File: src/rtl/mac_pkg.sv
// Shared types and widths for the MAC operand loader.
package mac_pkg;

  localparam int unsigned MAC_WIDTH  = 8;
  localparam int unsigned PAIR_CNT_W = 8;

  // Loader FSM states, fixed 2-bit encoding.
  typedef enum logic [1:0] {
    LOAD_A  = 2'd0,
    LOAD_B  = 2'd1,
    PRESENT = 2'd2
  } state_t;

endpackage

File: src/rtl/mac_sync_edge.sv
// Multi-flop synchroniser followed by a rising-edge detector.
// The detector keeps tracking its input regardless of any enable, so a
// level that is already high never produces a late event.
module mac_sync_edge #(
  parameter int unsigned SYNC_STAGES = 2
) (
  input  logic clk,
  input  logic rst_n,
  input  logic async_in,
  output logic pulse
);

  logic [SYNC_STAGES-1:0] chain;
  logic                   prev;

  // Shift the asynchronous level into the clock domain and remember the last synced value.
  always_ff @(posedge clk or negedge rst_n) begin
    if (!rst_n) begin
      chain <= '0;
      prev  <= 1'b0;
    end else begin
      chain <= {chain[SYNC_STAGES-2:0], async_in};
      prev  <= chain[SYNC_STAGES-1];
    end
  end

  assign pulse = chain[SYNC_STAGES-1] & ~prev;

endmodule

File: src/rtl/mac_operand_loader.sv
// Collects strobed operand bytes into an A/B pair and offers it to the MAC
// over valid/ready; also generates the accumulator clear pulse and status.
module mac_operand_loader
  import mac_pkg::*;
#(
  parameter int unsigned WIDTH       = MAC_WIDTH,
  parameter int unsigned SYNC_STAGES = 2
) (
  input  logic                  clk,
  input  logic                  rst_n,
  input  logic                  ena,
  input  logic [WIDTH-1:0]      data_in,
  input  logic                  strobe_async,
  input  logic                  clear_async,
  output logic [WIDTH-1:0]      op_a,
  output logic [WIDTH-1:0]      op_b,
  output logic                  op_valid,
  input  logic                  op_ready,
  output logic                  acc_clear,
  output logic                  busy,
  output logic                  overrun,
  output logic [PAIR_CNT_W-1:0] pair_count
);

  state_t state;
  logic   strobe_ev;
  logic   clear_ev;
  logic   handshake;

  mac_sync_edge #(.SYNC_STAGES(SYNC_STAGES)) u_strobe_sync (
    .clk      (clk),
    .rst_n    (rst_n),
    .async_in (strobe_async),
    .pulse    (strobe_ev)
  );

  mac_sync_edge #(.SYNC_STAGES(SYNC_STAGES)) u_clear_sync (
    .clk      (clk),
    .rst_n    (rst_n),
    .async_in (clear_async),
    .pulse    (clear_ev)
  );

  assign handshake = op_valid & op_ready;
  assign busy      = (state != LOAD_A);

  // Loader FSM and operand/status registers; clear has priority over strobe and handshake.
  always_ff @(posedge clk or negedge rst_n) begin
    if (!rst_n) begin
      state      <= LOAD_A;
      op_a       <= '0;
      op_b       <= '0;
      op_valid   <= 1'b0;
      acc_clear  <= 1'b0;
      overrun    <= 1'b0;
      pair_count <= '0;
    end else begin
      // acc_clear stays a single-cycle pulse even when ena drops right after a clear.
      acc_clear <= ena & clear_ev;
      if (ena) begin
        if (clear_ev) begin
          state      <= LOAD_A;
          op_valid   <= 1'b0;
          overrun    <= 1'b0;
          pair_count <= '0;
        end else begin
          unique case (state)
            LOAD_A: begin
              if (strobe_ev) begin
                op_a  <= data_in;
                state <= LOAD_B;
              end
            end
            LOAD_B: begin
              if (strobe_ev) begin
                op_b     <= data_in;
                op_valid <= 1'b1;
                state    <= PRESENT;
              end
            end
            PRESENT: begin
              if (handshake) begin
                pair_count <= pair_count + 1'b1;
                op_valid   <= 1'b0;
                if (strobe_ev) begin
                  op_a  <= data_in;
                  state <= LOAD_B;
                end else begin
                  state <= LOAD_A;
                end
              end else if (strobe_ev) begin
                overrun <= 1'b1;
              end
            end
            default: state <= LOAD_A;
          endcase
        end
      end
    end
  end

endmodule

File: config.mk
export PLATFORM = sky130hd
export DESIGN_NAME = mac_operand_loader
export DESIGN_NICKNAME = d
export VERILOG_FILES = /design/src/rtl/mac_pkg.sv /design/src/rtl/mac_sync_edge.sv /design/src/rtl/mac_operand_loader.sv
export SDC_FILE = /design/constraint.sdc
export NUM_CORES = 1
export LEC_CHECK = 0
export ABC_AREA = 1
export BUFFER_PORTS_ARGS = -buffer_cell sky130_fd_sc_hd__buf_2
export CORE_MARGIN = 5
export CORE_UTILIZATION = 46
export DETAILED_ROUTE_END_ITERATION = 12
export PLACE_DENSITY = 0.77
export SLEW_MARGIN = 20
export SYNTH_ARGS = -nofsm -noshare
export SYNTH_HDL_FRONTEND = slang
export SYNTH_HIERARCHICAL = 1
export SYNTH_SLANG_ARGS = --single-unit
File: constraint.sdc
create_clock -name clk -period 1.35 [get_ports clk]
set_clock_uncertainty 0.05 [all_clocks]
set_input_delay 0.27 -clock clk [delete_from_list [all_inputs] [get_ports clk]]
set_output_delay 0.27 -clock clk [all_outputs]
set_load 0.01 [all_outputs]
## Word-level counts from Yosys, hierarchy flattened

Cells that the tools add are included.

- Mux-type cells: 19
- Reductions and logical operators: 13
- Add/subtract/negate cells: 1
- Bitwise logic cells: 7
- Equal/unequal tests: 7

Operators by type and width:

| operator | count |
|---|---|
| 8-bit 2-to-1 mux | 5 |
| 4-bit AND reduction | 5 |
| 8-bit case mux with 2 select lines | 1 |
| 2-bit nonzero test | 5 |
| 3-bit inequality test (second input constant) | 3 |
| 8-bit by 1-bit adder with 8-bit output (second input constant) | 1 |
| 2-bit 2-to-1 mux | 4 |
| 1-bit 2-to-1 mux | 7 |
| 2-bit case mux with 3 select lines | 1 |
| 1-bit AND | 4 |
| 2-bit inequality test (second input constant) | 2 |
| 1-bit NOT | 3 |
| 3-bit AND reduction | 1 |
| 3-bit nonzero test | 1 |
| 2-bit by 1-bit equality test with 1-bit output (second input constant) | 1 |
| 2-bit equality test (second input constant) | 1 |
| 2-bit logical NOT | 1 |
| 1-bit case mux with 2 select lines | 1 |

- Logic and storage cells: 58
- Bits of input ports: 14
- Register bits after elaboration: 35
- Output and inout bits: 28

## Depth between registers and ports, before layout

Gate-level depths: netlist of run 1.

- Depth in word-level cells: 6
- Gate-level depth with buffers: 8
- Depth with buffers taken out: 8

## Hierarchy

Netlist of run 1, hierarchy kept.

Modules (own cells, without submodules):

| module | seq. area each (um2) | times used | area an instance (um2) | cells an instance |
|---|---|---|---|---|
| mac_operand_loader | 725.7 | 1 | 1421.4 | 160 |
| mac_sync_edge | 75.1 | 2 | 85.1 | 5 |

## Worst setup path after synthesis of run 1

No wires, ideal clock.

- Kind: reg2reg
- From: reg u_clear_sync.prev
- To: reg pair_count[2]
- Arrival: 1.157 ns
- Stages on the path, launching flop included: 8
- Buffers on the path: 1
- Setup time: 0.121 ns
- Required time: 1.179 ns
- Setup slack: 0.022 ns
- Clock period less this slack: 1.328 ns
- Cell sequence: dfrtp_1 nor2_2 inv_2 buf_6 nand2_1 nand3_2 a21oi_1 a21oi_1

- Longest elaborated chain between the ends: 4
- Elaborated cells between the ends (all ways): 6
- Those cells by class: mux (1); bitwise (2); reduce/logical (3)

Ends and longest elaborated chain:

| item | line | text |
|---|---|---|
| from (decl) | mac_sync_edge.sv:14 | `logic prev;` |
| from (signal assigned) | mac_sync_edge.sv:23 | `prev <= chain[SYNC_STAGES-1];` |
| 1-bit NOT * | mac_sync_edge.sv:27 | `assign pulse = chain[SYNC_STAGES-1] & ~prev;` |
| 1-bit AND * | mac_sync_edge.sv:27 |  |
| via clear_ev | mac_operand_loader.sv:27 | `logic clear_ev;` |
| 2-bit nonzero test (no line) | n/a |  |
| 3-bit AND reduction (no line) | n/a |  |
| to (signal assigned) | mac_operand_loader.sv:83 | `pair_count <= pair_count + 1'b1;` |
| to (decl) | mac_operand_loader.sv:22 | `output logic [PAIR_CNT_W-1:0] pair_count` |

Mark *: on every way through the listed nets, which the timed path passes. The rest lies on a longest branch.
A chain may end at the register's enable or synchronous reset.

## Final worst setup path of run 1

- From: reg state[1]
- To: out busy

- Longest elaborated chain between the ends: 1

Ends and longest elaborated chain:

| item | line | text |
|---|---|---|
| from (decl) | mac_operand_loader.sv:25 | `state_t state;` |
| from (signal assigned) | mac_operand_loader.sv:50 | `state <= LOAD_A;` |
| from (signal assigned) | mac_operand_loader.sv:62 | `state <= LOAD_A;` |
| from (signal assigned) | mac_operand_loader.sv:71 | `state <= LOAD_B;` |
| 2-bit nonzero test | mac_operand_loader.sv:45 | `assign busy = (state != LOAD_A);` |
| to (decl) | mac_operand_loader.sv:20 | `output logic busy,` |

Every way passes these cells.

==> results of run 1 <==
## final cells by class
type,instances,share of cell area (%)
flip-flops and latches,35,39.4
multi-input cells,111,33.3
repair buffers,58,17.5
inverters,23,4.11
clock buffers,8,3.10
well taps,46,2.59
## sequential cells by signal, indices dropped and copies added, names as in the netlist
register and cells:
op_a 8, op_b 8, pair_count 8, state 2, u_clear_sync/chain 2, u_strobe_sync/chain 2, acc_clear 1, op_valid 1
overrun 1, u_clear_sync/prev 1, u_strobe_sync/prev 1
## critical path, cell delays in order (launching register included)
cell and delay, ns:
dfrtp_1 0.43, inv_1 0.10, nand2_1 0.05, buf_2 0.13
## metrics by stage
stage	hold slack (ns)	util (%)	setup WS [ns]	TNS [ns]	area, sq um
floorplan	-0.0756	-	0.0219	0	1590
global placement	0.279	55.8	0.0330	0	1860
detailed placement	0.275	55.8	-0.0122	-0.0122	1860
CTS	0.130	59.6	-0.0275	-0.0366	1990
global route	0.135	66.6	-0.162	-1.74	2220
finish	0.138	66.6	-0.0387	-0.222	2220
## cell families (layout without fill, tap and decap cells)
logic type      after synthesis  in the layout  share of synthesized area, %
flops                        35             35                          55.0
fa+ha+maj                     1              1                         0.786
compound gates               31             31                          14.6
buf+inv                      26             89                          7.55
simple gates                 77             79                          22.0
## layout by cell type, fill, tap and decap left out, types with 3 or more instances in the layout
cell type / n
dfrtp_1: 35
nand4_1: 3
buf_2: 41
o21bai_1: 3
clkbuf_4: 5
a21oi_1: 4
nand2_4: 11
nand2_1: 42
nor2_1: 6
o21ai_2: 14
o21ai_1: 4
buf_4: 11
inv_2: 3
nand3_1: 6
nand3_4: 3
inv_1: 19
dlygate4sd3_1: 3
## power by group through the flow
stage               clock network (mW)  registers, mW  logic (mW)
CTS                              0.658           1.53        1.06
global route                     0.710           1.60        1.36
detailed placement                   0           1.54        1.03
finish                           0.645           1.57        1.22
global placement                     0           1.53        1.01
floorplan                            0           1.65       0.487
## path summary, 6_finish.rpt
path / end / depth (start not counted) / from / slack, ns
max: busy / 3 / state[1] / -0.04
max in group asynchronous: u_clear_sync/chain[1] / 3 / rst_n / 0.50
min reg2reg: u_strobe_sync/chain[1] / 0 / u_strobe_sync/chain[0] / 0.31
min: op_a[6] / 3 / data_in[6] / 0.14
min in group asynchronous: acc_clear / 3 / rst_n / 0.42
max reg2reg: pair_count[7] / 7 / u_clear_sync/prev / -0.03
## metal layers
metal  vias up  global-route usage (%)  part of all wire, %  wire, um
met5         -                       0                    0         0
met4         0                    6.57                  1.6        58
met3         8                    5.02                  6.5       243
met2        43                    23.8                   49      1840
met1       626                    17.5                   43      1590
li1        680                       -                    -         -
## timing repair
item                                    CTS  global route
resized for setup                         8            26
endpoints found under the setup margin   11            26
endpoints found under the hold margin    37             0
hold buffers                              3             0
cloned                                    0             4
setup buffers                             1             7
pin swaps                                 1             9
==> results_dict.tcl, run 1 <==
set metrics [dict create \
    synth_warnings 6 \
    status "complete, but fails checks" \
    yosysTopAreaCell "dfrtp_1" \
    track_usage_pct 14.7 \
    required_ns 1.03 \
    ys.flop_type "dfrtp_1" \
    synth_common_cells "53 x nand2_1, 35 x dfrtp_1, 22 x inv_1" \
    core_area_sq_um 3340 \
    gp_congestion 0.776 \
    antennaDiodeCount 0 \
    synth_nets 185 \
    synth_cell_types 22 \
    clk_pin_slew_ns 0.11 \
    max-cap-violations 0 \
    post_drt_via_cell_ratio 4.83 \
    cp_max_fo 4 \
    cts_tree "yes" \
    layout_min_cycle_time_ns 1.39 \
    slew_headroom_pct 71.7 \
    drt_wl_total_um 3740 \
    cts_buffers 5 \
    nFillCells 287 \
    worst_pin_slew_ns 0.425 \
    dieHeight_um 68.8 \
    cts_buffer_depth 2 \
    final_max_slew_viol_count 0 \
    avgSynthCellArea_sq_um 9.36 \
    crit_arrival_ns 1.07 \
    first_pass_iters 4 \
    pwr-share-clk_pct 18.8 \
    dieArea_sq_um 4740 \
    synth_area_leaders "dfrtp_1 55%, nand2_1 13%, o21ai_2 8.3%" \
    start_kind "flop" \
    layout-drive-gt1-share_pct 45.1 \
    setup_viol 18 \
    rows 21 \
    p_sw_mw 1.24 \
    grt_pass1_wl_um 5060 \
    power_mw 3.43 \
    area_growth_pct 39.5 \
    min_path_type "in -> reg" \
    powerDensity_nw_per_um2 1540 \
    grt_max_degree 36 \
    worstSetupPathType "reg -> out" \
    instances_no_fill 281 \
    drc 0 \
    leakagePower_nw 1.15 \
    wl_per_cell_um 13.3 \
    synthArstFlopShare_pct 100 \
    seqCellArea_sq_um 876 \
    antenna_found_initial 0 \
    seq_power_share_pct 45.7 \
    floorplan.initialDensity_pct 47.7 \
    yosysTopAreaCellShare_pct 55.0 \
    synth_edf_count 0 \
    overflow 0 \
    netlist_area_sq_um 1590 \
    first_iter_violations 66 \
    io_buffers 41 \
    finalHoldViolations 0 \
    switching_share_pct 36.1 \
    grt_setup_unrepaired "true" \
    ys_seq_elements 35 \
    nets 249 \
    synth_cells 170 \
    cts_sinks 35 \
    die_w_um 68.8 \
    clk_latency_ns 0.35 \
    clock.fmax_mhz 720 \
    violations "setup timing" \
    root_buffer "clkbuf_4" \
    dp.cells 258 \
    ant_nets 0 \
    post-route-period-util_pct 103 \
    vias 1357 \
    finalWorstSetupSlack_ns -0.0387 \
    place.detailed.hpwl_um 2190 \
    cts_htree_levels 2 \
    grt_pass1_vias 1178 \
    p_int_mw 2.19 \
    ir_drop_v 0.00111 \
    yosysMostFrequentCell "nand2_1" \
    ios 42 \
    pwr-share-comb_pct 35.5 \
    ys_seq_area_share_pct 55.0 \
    multi_input_comb_area_sq_um 739 \
    end_kind "output pin" \
]
Power figures use the tool's default switching activity.
==> inputs of run 2 (changes only) <==
--- a/config.mk
+++ b/config.mk
@@ -7,10 +7,12 @@
 export LEC_CHECK = 0
 export ABC_AREA = 1
 export BUFFER_PORTS_ARGS = -buffer_cell sky130_fd_sc_hd__buf_2
+export CELL_PAD_IN_SITES_DETAIL_PLACEMENT = 0
+export CELL_PAD_IN_SITES_GLOBAL_PLACEMENT = 1
 export CORE_MARGIN = 5
-export CORE_UTILIZATION = 46
+export CORE_UTILIZATION = 35
 export DETAILED_ROUTE_END_ITERATION = 12
-export PLACE_DENSITY = 0.77
+export PLACE_DENSITY = 0.78
 export SLEW_MARGIN = 20
 export SYNTH_ARGS = -nofsm -noshare
 export SYNTH_HDL_FRONTEND = slang
==> results_dict.tcl, run 2 (synthesis gave the netlist of run 1 again) <==
set metrics [dict create \
    grt_pass1_wl_um 5460 \
    dieArea_sq_um 6000 \
    reg2reg_from "u_strobe_sync/prev" \
    slew_headroom_pct 84.6 \
    nFillCells 423 \
    finalWorstSetupSlack_ns -0.0243 \
    r2r_slack_ns -0.02 \
    cp_slowest_cell "dfrtp_1" \
    drt_wl_total_um 3360 \
    pwr-share-comb_pct 32.8 \
    grt_busiest_layer "met2" \
    r2r_cells 7 \
    powerDensity_nw_per_um2 1620 \
    grt_setup_unrepaired "true" \
    violations "setup timing" \
    post-route-period-util_pct 102 \
    reg_top3 "op_a: 8 flops, op_b: 8 flops, pair_count: 8 flops" \
    grt_pass1_vias 1239 \
    clock.fmax_mhz 728 \
    final_cell_mix "49 x nand2_1, 41 x buf_2, 33 x dfrtp_1, 19 x inv_1, 15 x o21ai_2" \
    p_sw_mw 1.20 \
    worst_pin_slew_ns 0.230 \
    die_w_um 77.4 \
    antennaDiodeCount 0 \
    place.detailed.hpwl_um 2290 \
    status "complete, but fails checks" \
    finalHoldViolations 0 \
    leakagePower_nw 1.08 \
    cpPeakStageDelay_ns 0.38 \
    gp_congestion 0.800 \
    overflow 0 \
    first_pass_iters 4 \
    ant_nets 0 \
    max-cap-violations 0 \
    nets 240 \
    grt_util_met1_pct 14.3 \
    cts_htree_levels 2 \
    cts_tree "yes" \
    switching_share_pct 35.5 \
    hold_ws_ns 0.0331 \
    setup_viol 8 \
    required_ns 1.48 \
    grt_max_degree 36 \
    cts_buffer_depth 2 \
    worstSetupPathType "reg -> reg" \
    clk_pin_slew_ns 0.07 \
    wl_per_cell_um 12.1 \
    min_path_type "in -> reg" \
    start_kind "flop" \
    cts_buffers 5 \
    p_int_mw 2.18 \
    track_usage_pct 11.4 \
    cts_sinks 35 \
    placed_cell_area_sq_um 1880 \
    post_drt_via_cell_ratio 4.60 \
    end_kind "flop" \
    clk_latency_ns 0.29 \
    cp-startpoint "u_strobe_sync/prev" \
    seq_power_share_pct 45.3 \
    area_growth_pct 31.4 \
    met2_usage_pct 16.8 \
    root_buffer "clkbuf_8" \
    final_max_slew_viol_count 0 \
    core_area_sq_um 4380 \
    floorplan.initialDensity_pct 36.3 \
    crit_arrival_ns 1.51 \
    layout-drive-gt1-share_pct 42.0 \
    grt_use_met3_pct 5.44 \
    worstPathCellList "nor2_2, nand2_2, nor3_4, o21ai_4, buf_12, nand2_1, o21ai_2" \
    rows 24 \
    cp_max_fo 17 \
    dp_slack_ns -0.0293 \
    ir_drop_v 0.000945 \
    layout_min_cycle_time_ns 1.37 \
    vias 1278 \
    drc 0 \
    antenna_found_initial 0 \
    final_cell_area_sq_um 2090 \
    io_buffers 41 \
    first_iter_violations 48 \
    r2r_end "op_a[3]" \
    dieHeight_um 77.4 \
    pwr-share-clk_pct 21.9 \
    ios 42 \
    layout_commonest_cell "nand2_1" \
    crit_path_end "op_a[3]" \
]
run 2: layer usage:
| layer | vias to the layer above | wire length [um] | share of wire (%) |
|---|---|---|---|
| li1 | 655 | - | - |
| met1 | 570 | 1590 | 47 |
| met2 | 47 | 1420 | 42 |
| met3 | 6 | 307 | 9.1 |
| met4 | 0 | 48 | 1.4 |
| met5 | - | 0 | 0 |
run 2: worst max-delay path, delay by kind of cell (launching register included):
family / cells / cell delay, ns
simple gates: 4 / 0.53
flops: 1 / 0.38
buf+inv: 1 / 0.16
compound gates: 2 / 0.14
run 2: timing repair:
action | CTS | global route
endpoints found under the hold margin | 35 | 0
cloned | 0 | 1
resized for setup | 2 | 21
pin swaps | 0 | 11
buffers inserted | 0 | 4
endpoints found under the setup margin | 2 | 25
hold buffers | 1 | 0
run 2: worst min path at each step:
| stage | end | cells past startpoint | startpoint | slack, ns |
|---|---|---|---|---|
| floorplan | acc_clear | 0 | rst_n | -0.08 |
| global placement | acc_clear | 2 | rst_n | 0.20 |
| detailed placement | acc_clear | 2 | rst_n | 0.19 |
| CTS | u_clear_sync/chain[0] | 1 | clear_async | 0.02 |
| global route | u_clear_sync/chain[0] | 1 | clear_async | 0.02 |
| finish | u_clear_sync/chain[0] | 1 | clear_async | 0.03 |
run 2: power by group through the flow:
| stage | Combinational [mW] | Clock (mW) | Sequential, mW |
|---|---|---|---|
| after detailed placement | 1.05 | 0 | 1.54 |
| after global routing | 1.26 | 0.802 | 1.57 |
| after floorplan | 0.487 | 0 | 1.65 |
| after CTS | 1.05 | 0.769 | 1.52 |
| after global placement | 1.04 | 0 | 1.53 |
| final | 1.11 | 0.740 | 1.53 |
run 2: cell type report:
class	count	area, sq um	area share [%]
Timing Repair Buffer	50	300	14.4
Sequential cell	35	878	42.0
Clock inverter	2	12.5	0.598
Tap cell	52	65.1	3.11
Multi-Input combinational cell	110	669	32.0
Clock buffer	6	72.6	3.47
Inverter	23	93.8	4.49
run 2: metrics by stage:
stage	util (%)	TNS [ns]	cells	power, mW
floorplan	-	0	170	2.14
global placement	43.0	0	264	2.57
detailed placement	43.0	-0.0293	264	2.58
CTS	45.2	0	273	3.35
global route	47.7	-1.30	278	3.63
finish	47.7	-0.131	278	3.38
==> inputs of run 3 (changes only) <==
--- a/config.mk
+++ b/config.mk
@@ -5,16 +5,14 @@
 export SDC_FILE = /design/constraint.sdc
 export NUM_CORES = 1
 export LEC_CHECK = 0
-export ABC_AREA = 1
 export BUFFER_PORTS_ARGS = -buffer_cell sky130_fd_sc_hd__buf_2
 export CELL_PAD_IN_SITES_DETAIL_PLACEMENT = 0
 export CELL_PAD_IN_SITES_GLOBAL_PLACEMENT = 1
 export CORE_MARGIN = 5
-export CORE_UTILIZATION = 35
+export CORE_UTILIZATION = 36
 export DETAILED_ROUTE_END_ITERATION = 12
-export PLACE_DENSITY = 0.78
+export PLACE_DENSITY = 0.77
 export SLEW_MARGIN = 20
 export SYNTH_ARGS = -nofsm -noshare
 export SYNTH_HDL_FRONTEND = slang
-export SYNTH_HIERARCHICAL = 1
 export SYNTH_SLANG_ARGS = --single-unit
==> results_dict.tcl, run 3 <==
set metrics [dict create \
    reg_top3 "op_a: 8 flops, op_b: 8 flops, pair_count: 8 flops" \
    ant_nets 0 \
    ios 42 \
    powerDensity_nw_per_um2 1670 \
    synth_cell_types 35 \
    cts_buffer_depth 2 \
    end_kind "flop" \
    track_usage_pct 16.9 \
    clk_latency_ns 0.29 \
    power_mw 3.96 \
    status "complete, but fails checks" \
    critPathTopFamily "simple AND/OR/NAND/NOR gates" \
    first_pass_iters 4 \
    vias 1305 \
    cts_sinks 35 \
    ys_seq_area_share_pct 58.4 \
    synth_area_leaders "dfrtp_1 58%, mux2_4 8.0%, mux2_2 6.0%" \
    grt_pass1_vias 1432 \
    worstSetupPathType "reg -> reg" \
    hold_ws_ns 0.0310 \
    worstPathCellList "nor2b_4, or4_4, mux2_4" \
    clk_pin_slew_ns 0.07 \
    grt_max_degree 19 \
    cpPeakStageDelay_ns 0.60 \
    root_buffer "clkbuf_8" \
    r2r_slack_ns -0.28 \
    cts_buffers 5 \
    ys.flop_type "dfrtp_1" \
    synth_common_cells "35 x dfrtp_1, 8 x mux2_2, 8 x mux2_4" \
    setup_viol 29 \
    area_growth_pct 57.5 \
    violations "setup timing" \
    avgSynthCellArea_sq_um 13.2 \
    io_buffers 41 \
    post_drt_via_cell_ratio 5.33 \
    yosysTopAreaCellShare_pct 58.4 \
    leakagePower_nw 1.15 \
    final_cell_mix "39 x buf_2, 31 x dfrtp_1, 20 x buf_4, 16 x mux2_4, 15 x buf_6" \
    gp_congestion 0.850 \
    cp_slowest_cell "or4_4" \
    final_max_slew_viol_count 0 \
    cp_max_fo 5 \
    overflow 0 \
    rows 23 \
    synth_cells 114 \
    nets 209 \
    start_kind "flop" \
    clock.fmax_mhz 613 \
    post-route-period-util_pct 121 \
    finalWorstSetupSlack_ns -0.282 \
    antennaDiodeCount 0 \
    grt_setup_unrepaired "true" \
    min_path_type "in -> reg" \
    slew_headroom_pct 69.4 \
    ys_seq_elements 35 \
    cts_htree_levels 2 \
    nFillCells 322 \
    yosysMostFrequentCell "dfrtp_1" \
    netlist_area_sq_um 1500 \
    synth_edf_count 0 \
    worst_pin_slew_ns 0.458 \
    crit_arrival_ns 1.76 \
    layout_commonest_cell "buf_2" \
    dieHeight_um 74.6 \
    wl_per_cell_um 18.0 \
    drt_wl_total_um 4400 \
    ir_drop_v 0.000843 \
    required_ns 1.48 \
    floorplan.initialDensity_pct 37.2 \
    dieArea_sq_um 5560 \
    core_area_sq_um 4030 \
    yosysTopAreaCell "dfrtp_1" \
    antenna_found_initial 0 \
    grt_pass1_wl_um 6990 \
    die_w_um 74.6 \
    cts_tree "yes" \
    synth_warnings 0 \
    place.detailed.hpwl_um 2740 \
    synth_nets 129 \
    synthArstFlopShare_pct 100 \
    drc 0 \
    layout-drive-gt1-share_pct 67.2 \
    finalHoldViolations 0 \
    max-cap-violations 0 \
    layout_min_cycle_time_ns 1.63 \
    cp.buffers_inverters 0 \
    first_iter_violations 104 \
]
run 3: cell count changes in the layout (fill, tap and decap cells not counted), sizes merged, moves of 5 or more:
cell / previous run / this run
or4: 0 / 6
buf: 49 / 74
o31ai: 0 / 5
mux2: 0 / 16
nand2: 55 / 4
nand2b: 0 / 5
nor2: 10 / 0
inv: 22 / 5
o21ai: 21 / 2
run 3: path summary, 6_finish.rpt:
| check | to | from | cells after the start |
|---|---|---|---|
| hold / removal | u_clear_sync.chain[0] | clear_async | 1 |
| hold reg to reg | u_strobe_sync.chain[1] | u_strobe_sync.chain[0] | 0 |
| min in group asynchronous | pair_count[0] | rst_n | 2 |
| max in group asynchronous | pair_count[2] | rst_n | 3 |
| setup / recovery | op_b[3] | u_clear_sync.chain[1] | 3 |
| setup reg to reg | op_b[3] | u_clear_sync.chain[1] | 3 |
run 3: stage by stage:
stage	cell area [sq um]	TNS [ns]	util [%]	instances	setup WS [ns]
6_report	2360	-5.01	58.6	245	-0.282
5_1_grt	2360	-5.96	58.6	245	-0.302
4_1_cts	2280	-4.66	56.6	244	-0.269
3_5_place_dp	1960	-4.73	48.7	223	-0.294
3_3_place_gp	1960	-4.03	48.7	223	-0.261
2_1_floorplan	1570	-3.46	-	114	-0.295
run 3: logic make-up (layout without fill, tap and decap cells):
group,Yosys count,after routing,synth area share (%)
AO/OA/AOI/OAI,19,19,8.92
adder cells (fa/ha/maj),1,1,0.834
buffers and inverters,8,88,2.75
flip-flops,35,35,58.4
multiplexers,17,17,14.7
AND/OR/NAND/NOR,34,35,14.4
run 3: power by group:
group	leakage [nW]	total, mW	internal [mW]	switching, mW
clock network	0.0612	0.986	0.597	0.388
registers	0.433	1.54	1.35	0.196
logic	0.653	1.43	0.817	0.609
total	1.15	3.96	2.76	1.19
run 3: area by class of cell:
class | instances | area, sq um | share of cell area, %
sequential | 35 | 881 | 37.3
multi-input combinational | 72 | 758 | 32.1
timing repair buffer | 75 | 524 | 22.2
clock buffer | 6 | 82.6 | 3.50
tap | 50 | 62.6 | 2.65
clock inverter | 2 | 35.0 | 1.48
inverter | 5 | 18.8 | 0.794
run 3: what timing repair did:
item                                    4_1_cts  5_1_grt
endpoints found under the setup margin       26       33
hold buffers                                  1        0
cloned                                        1        0
hold endpoints to repair                     16        0
buffers inserted                             11        2
pin swaps                                    16        5
gates resized for setup                      22       19
run 3: routing by layer:
| layer | routed length [um] | up-vias | GRT usage (%) | share of wire (%) |
|---|---|---|---|---|
| li1 | - | 589 | - | - |
| met1 | 1770 | 657 | 19.4 | 40 |
| met5 | 0 | - | 0 | 0 |
| met4 | 132 | 0 | 8.10 | 3.0 |
| met3 | 200 | 17 | 4.86 | 4.5 |
| met2 | 2300 | 42 | 28.8 | 52 |
